===== src/rtl/lcd_mode_ctrl_pkg.sv =====
// Shared LCD timing constants and mode encoding for the mode sequencer and the pixel fetcher.
package lcd_pkg;

    localparam int LCD_DOTS_PER_LINE  = 456;
    localparam int LCD_OAM_DOTS       = 80;
    localparam int LCD_VISIBLE_LINES  = 144;
    localparam int LCD_TOTAL_LINES    = 154;
    localparam int LCD_LCD_WIDTH      = 160;
    localparam int LCD_LY153_ZERO_DOT = 4;

    typedef enum logic [1:0] {
        MODE_HBLANK = 2'd0,
        MODE_VBLANK = 2'd1,
        MODE_OAM    = 2'd2,
        MODE_XFER   = 2'd3
    } lcd_mode_t;

endpackage


===== src/rtl/lcd_mode_ctrl_stat_irq.sv =====
// STAT interrupt line: masks the four sources, ORs them and pulses on a rising edge only,
// so a line that stays high across source changes raises no extra interrupt.
module lcd_stat_irq
    import lcd_pkg::*;
(
    input  logic       clock,
    input  logic       nreset,
    input  logic       lcd_en,
    input  lcd_mode_t  mode,
    input  logic       ly_eq,
    input  logic [3:0] src_en,
    output logic       stat_irq
);

    logic [2:0] mode_hit;
    logic       stat_line;
    logic       line_reg;
    logic       irq_reg;

    genvar gi;
    generate
        for (gi = 0; gi < 3; gi++) begin : g_mode_src
            assign mode_hit[gi] = src_en[gi] && (mode == 2'(gi));
        end
    endgenerate

    assign stat_line = (|mode_hit) || (ly_eq && src_en[3]);

    always_ff @(posedge clock) begin
        if (nreset || !lcd_en) begin
            line_reg <= 1'b0;
            irq_reg  <= 1'b0;
        end else begin
            line_reg <= stat_line;
            irq_reg  <= stat_line && !line_reg;
        end
    end

    assign stat_irq = irq_reg;

endmodule


===== src/rtl/lcd_mode_ctrl.sv =====
// Per-dot LCD mode/line/dot sequencer with STAT/VBlank interrupts and CPU lock outputs.
// Optional LCD_LY153_EARLY_ZERO_EN: LY reads 0 from dot 4 of line 153.
module lcd_mode_ctrl
    import lcd_pkg::*;
#(
    parameter int DOTS_PER_LINE = LCD_DOTS_PER_LINE,
    parameter int OAM_DOTS      = LCD_OAM_DOTS,
    parameter int VISIBLE_LINES = LCD_VISIBLE_LINES,
    parameter int TOTAL_LINES   = LCD_TOTAL_LINES,
    parameter int LCD_WIDTH     = LCD_LCD_WIDTH
) (
    input  logic       clock,
    input  logic       nreset,
    input  logic       lcd_en,
    input  logic [7:0] lyc,
    input  logic [3:0] stat_src_en,
    input  logic       x_inc,
    output logic [1:0] mode_n,
    output logic [7:0] y_pos,
    output logic [7:0] x_pos,
    output logic [8:0] dot_count,
    output logic       ly_eq_lyc,
    output logic       stat_irq,
    output logic       vblank_irq,
    output logic       vram_lock,
    output logic       oam_lock
);

    localparam logic [8:0] LAST_DOT     = 9'(DOTS_PER_LINE - 1);
    localparam logic [8:0] LAST_OAM_DOT = 9'(OAM_DOTS - 1);
    localparam logic [7:0] VBLANK_LINE  = 8'(VISIBLE_LINES);
    localparam logic [7:0] LAST_LINE    = 8'(TOTAL_LINES - 1);
    localparam logic [7:0] LAST_PIXEL   = 8'(LCD_WIDTH - 1);
    localparam logic [7:0] X_DONE       = 8'(LCD_WIDTH);

    lcd_mode_t  mode_reg, mode_next;
    logic [7:0] ly_reg, ly_next;
    logic [7:0] y_pos_reg, y_pos_next;
    logic [7:0] x_reg, x_next;
    logic [8:0] dot_reg, dot_next;
    logic       running_reg;
    logic       ly_eq_reg, ly_eq_next;
    logic       vblank_reg;
    logic       vram_lock_reg;
    logic       oam_lock_reg;

    always_comb begin
        mode_next = mode_reg;
        ly_next   = ly_reg;
        x_next    = x_reg;
        dot_next  = dot_reg + 9'd1;
        if (!running_reg) begin
            mode_next = MODE_OAM;
            ly_next   = 8'd0;
            x_next    = 8'd0;
            dot_next  = 9'd0;
        end else if (dot_reg == LAST_DOT) begin
            // Line end wins even over an unfinished mode 3.
            dot_next  = 9'd0;
            ly_next   = (ly_reg == LAST_LINE) ? 8'd0 : ly_reg + 8'd1;
            mode_next = (ly_next >= VBLANK_LINE) ? MODE_VBLANK : MODE_OAM;
            x_next    = 8'd0;
        end else if (mode_reg == MODE_OAM && dot_reg == LAST_OAM_DOT) begin
            mode_next = MODE_XFER;
            x_next    = 8'd0;
        end else if (mode_reg == MODE_XFER && x_inc) begin
            if (x_reg == LAST_PIXEL) begin
                mode_next = MODE_HBLANK;
                x_next    = X_DONE;
            end else begin
                x_next = x_reg + 8'd1;
            end
        end
    end

    always_comb begin
        y_pos_next = ly_next;
`ifdef LCD_LY153_EARLY_ZERO_EN
        if (ly_next == LAST_LINE && dot_next >= 9'(LCD_LY153_ZERO_DOT)) begin
            y_pos_next = 8'd0;
        end
`endif
    end

    assign ly_eq_next = (y_pos_reg == lyc);

    always_ff @(posedge clock) begin
        if (nreset || !lcd_en) begin
            running_reg   <= 1'b0;
            mode_reg      <= MODE_HBLANK;
            ly_reg        <= 8'd0;
            y_pos_reg     <= 8'd0;
            x_reg         <= 8'd0;
            dot_reg       <= 9'd0;
            ly_eq_reg     <= 1'b0;
            vblank_reg    <= 1'b0;
            vram_lock_reg <= 1'b0;
            oam_lock_reg  <= 1'b0;
        end else begin
            running_reg   <= 1'b1;
            mode_reg      <= mode_next;
            ly_reg        <= ly_next;
            y_pos_reg     <= y_pos_next;
            x_reg         <= x_next;
            dot_reg       <= dot_next;
            ly_eq_reg     <= ly_eq_next;
            vblank_reg    <= running_reg && ly_reg == VBLANK_LINE && dot_reg == 9'd0;
            vram_lock_reg <= (mode_next == MODE_XFER);
            oam_lock_reg  <= (mode_next == MODE_OAM) || (mode_next == MODE_XFER);
        end
    end

    // The mode term is taken one dot late so it lines up with the one-dot-late LYC compare;
    // otherwise the line would drop for a dot at each line start and break STAT blocking.
    lcd_stat_irq u_stat_irq (
        .clock    (clock),
        .nreset   (nreset),
        .lcd_en   (lcd_en),
        .mode     (mode_reg),
        .ly_eq    (ly_eq_next),
        .src_en   (stat_src_en),
        .stat_irq (stat_irq)
    );

    assign mode_n     = mode_reg;
    assign y_pos      = y_pos_reg;
    assign x_pos      = x_reg;
    assign dot_count  = dot_reg;
    assign ly_eq_lyc  = ly_eq_reg;
    assign vblank_irq = vblank_reg;
    assign vram_lock  = vram_lock_reg;
    assign oam_lock   = oam_lock_reg;

endmodule


===== config.mk =====
export PLATFORM = sky130hd
export DESIGN_NAME = lcd_mode_ctrl
export DESIGN_NICKNAME = d
export VERILOG_FILES = /design/src/rtl/lcd_mode_ctrl_pkg.sv /design/src/rtl/lcd_mode_ctrl_stat_irq.sv /design/src/rtl/lcd_mode_ctrl.sv
export SDC_FILE = /design/constraint.sdc
export NUM_CORES = 1
export LEC_CHECK = 0
export BUFFER_PORTS_ARGS = -buffer_cell sky130_fd_sc_hd__buf_2
export CORE_UTILIZATION = 55
export CTS_CLUSTER_SIZE = 14
export DETAILED_ROUTE_END_ITERATION = 16
export GPL_TIMING_DRIVEN = 0
export PLACE_DENSITY = 0.81
export SLEW_MARGIN = 20
export SYNTH_ARGS = -nofsm -noshare
export SYNTH_HDL_FRONTEND = slang
export SYNTH_SLANG_ARGS = --single-unit

===== constraint.sdc =====
create_clock -name clock -period 3.35 [get_ports clock]
set_input_delay 0.335 -clock clock [delete_from_list [all_inputs] [get_ports clock]]
set_output_delay 0.335 -clock clock [all_outputs]
set_load 0.01 [all_outputs]

==> summary.txt <==
Status
  • Status: finished, final reports clean

Floorplanning
  • Die Y-Extent: 58.17 µm
  • Floorplan core area: 0.003028 mm²
  • Die span in x: 58.17 µm
  • Effective utilization at floorplan: 57.31%
  • Die Outline Area: 0.003384 mm²
  • Standard-cell rows: 20
  • I/O pin count: 48

Detailed routing
  • Final Routed Wirelength: 3.549 mm
  • Drt wl/cell: 12.20 µm
  • DR iter-0 viols: 45
  • Via/cell ratio: 5.296
  • Number of detailed-route iterations in the first pass: 4
  • DRC errors left: 0
  • Overall via count from detail_route: 1541
  • Antenna Nets Post-Route: 0

Placed design
  • Pre-CTS setup slack: 1.477 ns
  • Buffers on Ports: 47
  • Placed instance count: 283
  • Final GP Congestion: 0.9208
  • DP HPWL: 2.642 mm

Global route
  • Global-route wire length before repair: 5.664 mm
  • Initial antenna violation count: 0
  • Total track usage: 22.42%
  • Number of global-route vias before repair: 1254
  • Largest net degree at the start of global routing: 12
  • Grt total ovfl: 0

Yosys
  • Post-synthesis simple-gate area fraction: 29.85%
  • Number of enable-type register cells in the synthesized netlist: 0
  • Synthesized area: 0.001735 mm²
  • Dominant combinational cell family by area after synthesis: simple AND/OR/NAND/NOR gates
  • Synth async-reset ratio: 0%
  • Distinct cell type count of the synthesized netlist: 38
  • Synth Area in XOR/XNOR: 12.11%
  • Net count of the mapped netlist: 214
  • Primary flip-flop cell chosen by synthesis mapping: dfxtp_1
  • Synthesized instance count: 192
  • Proportion of synthesized chip area in sequential cells: 39.22%
  • Area fraction in compound gates after synthesis: 8.291%
  • Synthesis warning total: 0
  • Syn Area/Cell: 9.039 µm²
  • Post-synthesis adder-cell area fraction: 4.326%
  • Share of synthesized area spent on multiplexers: 1.154%
  • Seq cells post-synth: 34

Final layout
  • Final Util: 69.46%
  • Diode count: 0
  • Post-layout instance count excluding filler cells: 291
  • Nets: 268
  • Fraction of final layout cells sized beyond drive strength 1: 28.34%
  • Area Overhead vs Synth: 21.20%
  • Number of flip-flops under the largest register name: 9
  • Leading cell type in the layout, fill and taps excluded: buf_2
  • Most frequent cells in the layout: 51 x buf_2, 34 x dfxtp_1, 24 x nor2_1

Critical path
  • Startpoint Class: register
  • Maximum net fanout on the critical path: 9
  • Data arrival at the endpoint of the critical path: 2.16 ns
  • R2r setup slk: 1.47 ns
  • Register-to-Register Path Depth: 8
  • End of the worst register-to-register path: x_pos[0]$_SDFFE_PP0P_
  • Last element of the critical path: x_pos[0]$_SDFFE_PP0P_
  • Start-to-end type of the worst setup path: register to register
  • Critical path endpoint category: register
  • Worst reg2reg startpoint: dot_count[0]$_SDFF_PP0_
  • Data required time of the worst path: 3.63 ns
  • Worst setup path start: dot_count[0]$_SDFF_PP0_

Pwr
  • Pwr/cell area: 347.6 mW/mm²
  • Highest ir drop seen on vdd: 0.0002544 V
  • Cell leakage power: 0.8914 nW

STA
  • Unrepaired setup endpoints after global routing: false
  • Final hold violation count: 0
  • Worst path setup slack after routing: 1.472 ns
  • Maximum clock skew at final layout: 0.004987 ns
  • Setup TNS after final layout: 0 ns
  • Worst-Margin Slew: 0.4754 ns
  • Min Clock Period, post-route: 1.878 ns
  • Final critical-path share of the clock period: 56.05%
  • Setup violators final: 0
  • Final max-slew violation count: 0
  • Peak clock frequency supported by timing: 532.5 MHz
  • Max-slew headroom: 68.31%

Clock network
  • Clock Tree Root: clkbuf_4
  • CTS Buffer Depth: 2
  • Clock net sink count: 34
  • CTS H-Tree Depth: 2
  • Post-CTS Setup Bufs: 0
  • Clock transition at the registers of the reported paths: 0.10 ns
  • Clock tree from TritonCTS: done
  • Num CTS Buffers: 5
  • Clock insertion delay at the later pin of the skew report: 0.34 ns
  • Cts-stage hold buffer count: 0
  • Number of instances resized during post-cts repair: 0

Hold path
  • HP Class: primary input to register

Run
  • Number of max-cap violations: 0
==> where the power goes <==
part	switching, mW	internal, mW	total (mW)	leakage [nW]
clock	0.139	0.154	0.294	0.0450
sequential	0.00274	0.407	0.410	0.275
combinational	0.0135	0.0134	0.0270	0.572
==> synth_stat cells (4+ instances only) <==
cell type | instances | share of area (%)
nand4_1 | 10 | 3.6
inv_1 | 8 | 1.7
a211oi_1 | 4 | 1.7
nor2_1 | 24 | 5.2
a21oi_1 | 9 | 2.6
buf_2 | 4 | 1.2
nand3_1 | 16 | 4.6
dfxtp_1 | 34 | 39
ha_1 | 6 | 4.3
nand2_1 | 9 | 1.9
xor2_1 | 16 | 8.1
xnor2_1 | 8 | 4.0
and3_1 | 5 | 1.8
==> cell families after synthesis <==
| logic type | Yosys count |
|---|---|
| AOI/OAI and AO/OA | 22 |
| DFF | 34 |
| buffers and inverters | 16 |
| adders and majority gates | 6 |
| muxes | 2 |
| xor gates and xnor gates | 24 |
| and+or+nand+nor | 88 |
==> worst max-delay path, cell delays in order (launching register included) <==
cell and delay, ns:
dfxtp_1 0.37, ha_1 0.26, and4_4 0.16, buf_6 0.12
and2_4 0.13, buf_6 0.13, or3_1 0.36, buf_6 0.15
nor3b_2 0.14
==> final cells by class <==
class / instances / area [µm²]
plain buffers: 8 / 57.56
clock buffers: 5 / 37.54
clock inverters: 3 / 40.04
fillers: 266 / 924.6
inverters: 8 / 30.03
multi-input cells: 142 / 967.2
flip-flops and latches: 34 / 680.7
well taps: 44 / 55.05
repair buffers: 47 / 235.2
==> worst min path at each step <==
stage                                                 to                      startpoint  cells after the start  slack [ns]
after floorplan           u_stat_irq.stat_irq$_SDFF_PN0_  u_stat_irq.line_reg$_SDFF_PN0_                      1        0.38
after global placement    u_stat_irq.stat_irq$_SDFF_PN0_  u_stat_irq.line_reg$_SDFF_PN0_                      1        0.38
after detailed placement  u_stat_irq.stat_irq$_SDFF_PN0_  u_stat_irq.line_reg$_SDFF_PN0_                      1        0.39
after CTS                 u_stat_irq.stat_irq$_SDFF_PN0_                  stat_src_en[3]                      3        0.26
after global routing      u_stat_irq.line_reg$_SDFF_PN0_                  stat_src_en[3]                      3        0.28
final                     u_stat_irq.line_reg$_SDFF_PN0_                  stat_src_en[3]                      3        0.27
==> per-layer routing <==
layer  wire [µm]  global-route usage (%)  share of wire, %  up-vias
met5           0                       0                 0        -
met2        1511                   33.50                43       49
li1            -                       -                 -      790
met1        1768                   30.50                50      696
met3         214                   6.920               6.0        6
met4          54                   8.163               1.5        0
==> per-stage QoR <==
step / cell area, µm² / hold slack (ns) / total power [mW]
after floorplan: 1735 / 0.3753 / 0.4321
after global placement: 2026 / 0.3833 / 0.4463
after detailed placement: 2026 / 0.3901 / 0.4466
after CTS: 2103 / 0.2561 / 0.7407
after global routing: 2103 / 0.2815 / 0.7577
final: 2103 / 0.2696 / 0.7310
Note: power is estimated with default switching activity, not from simulation.
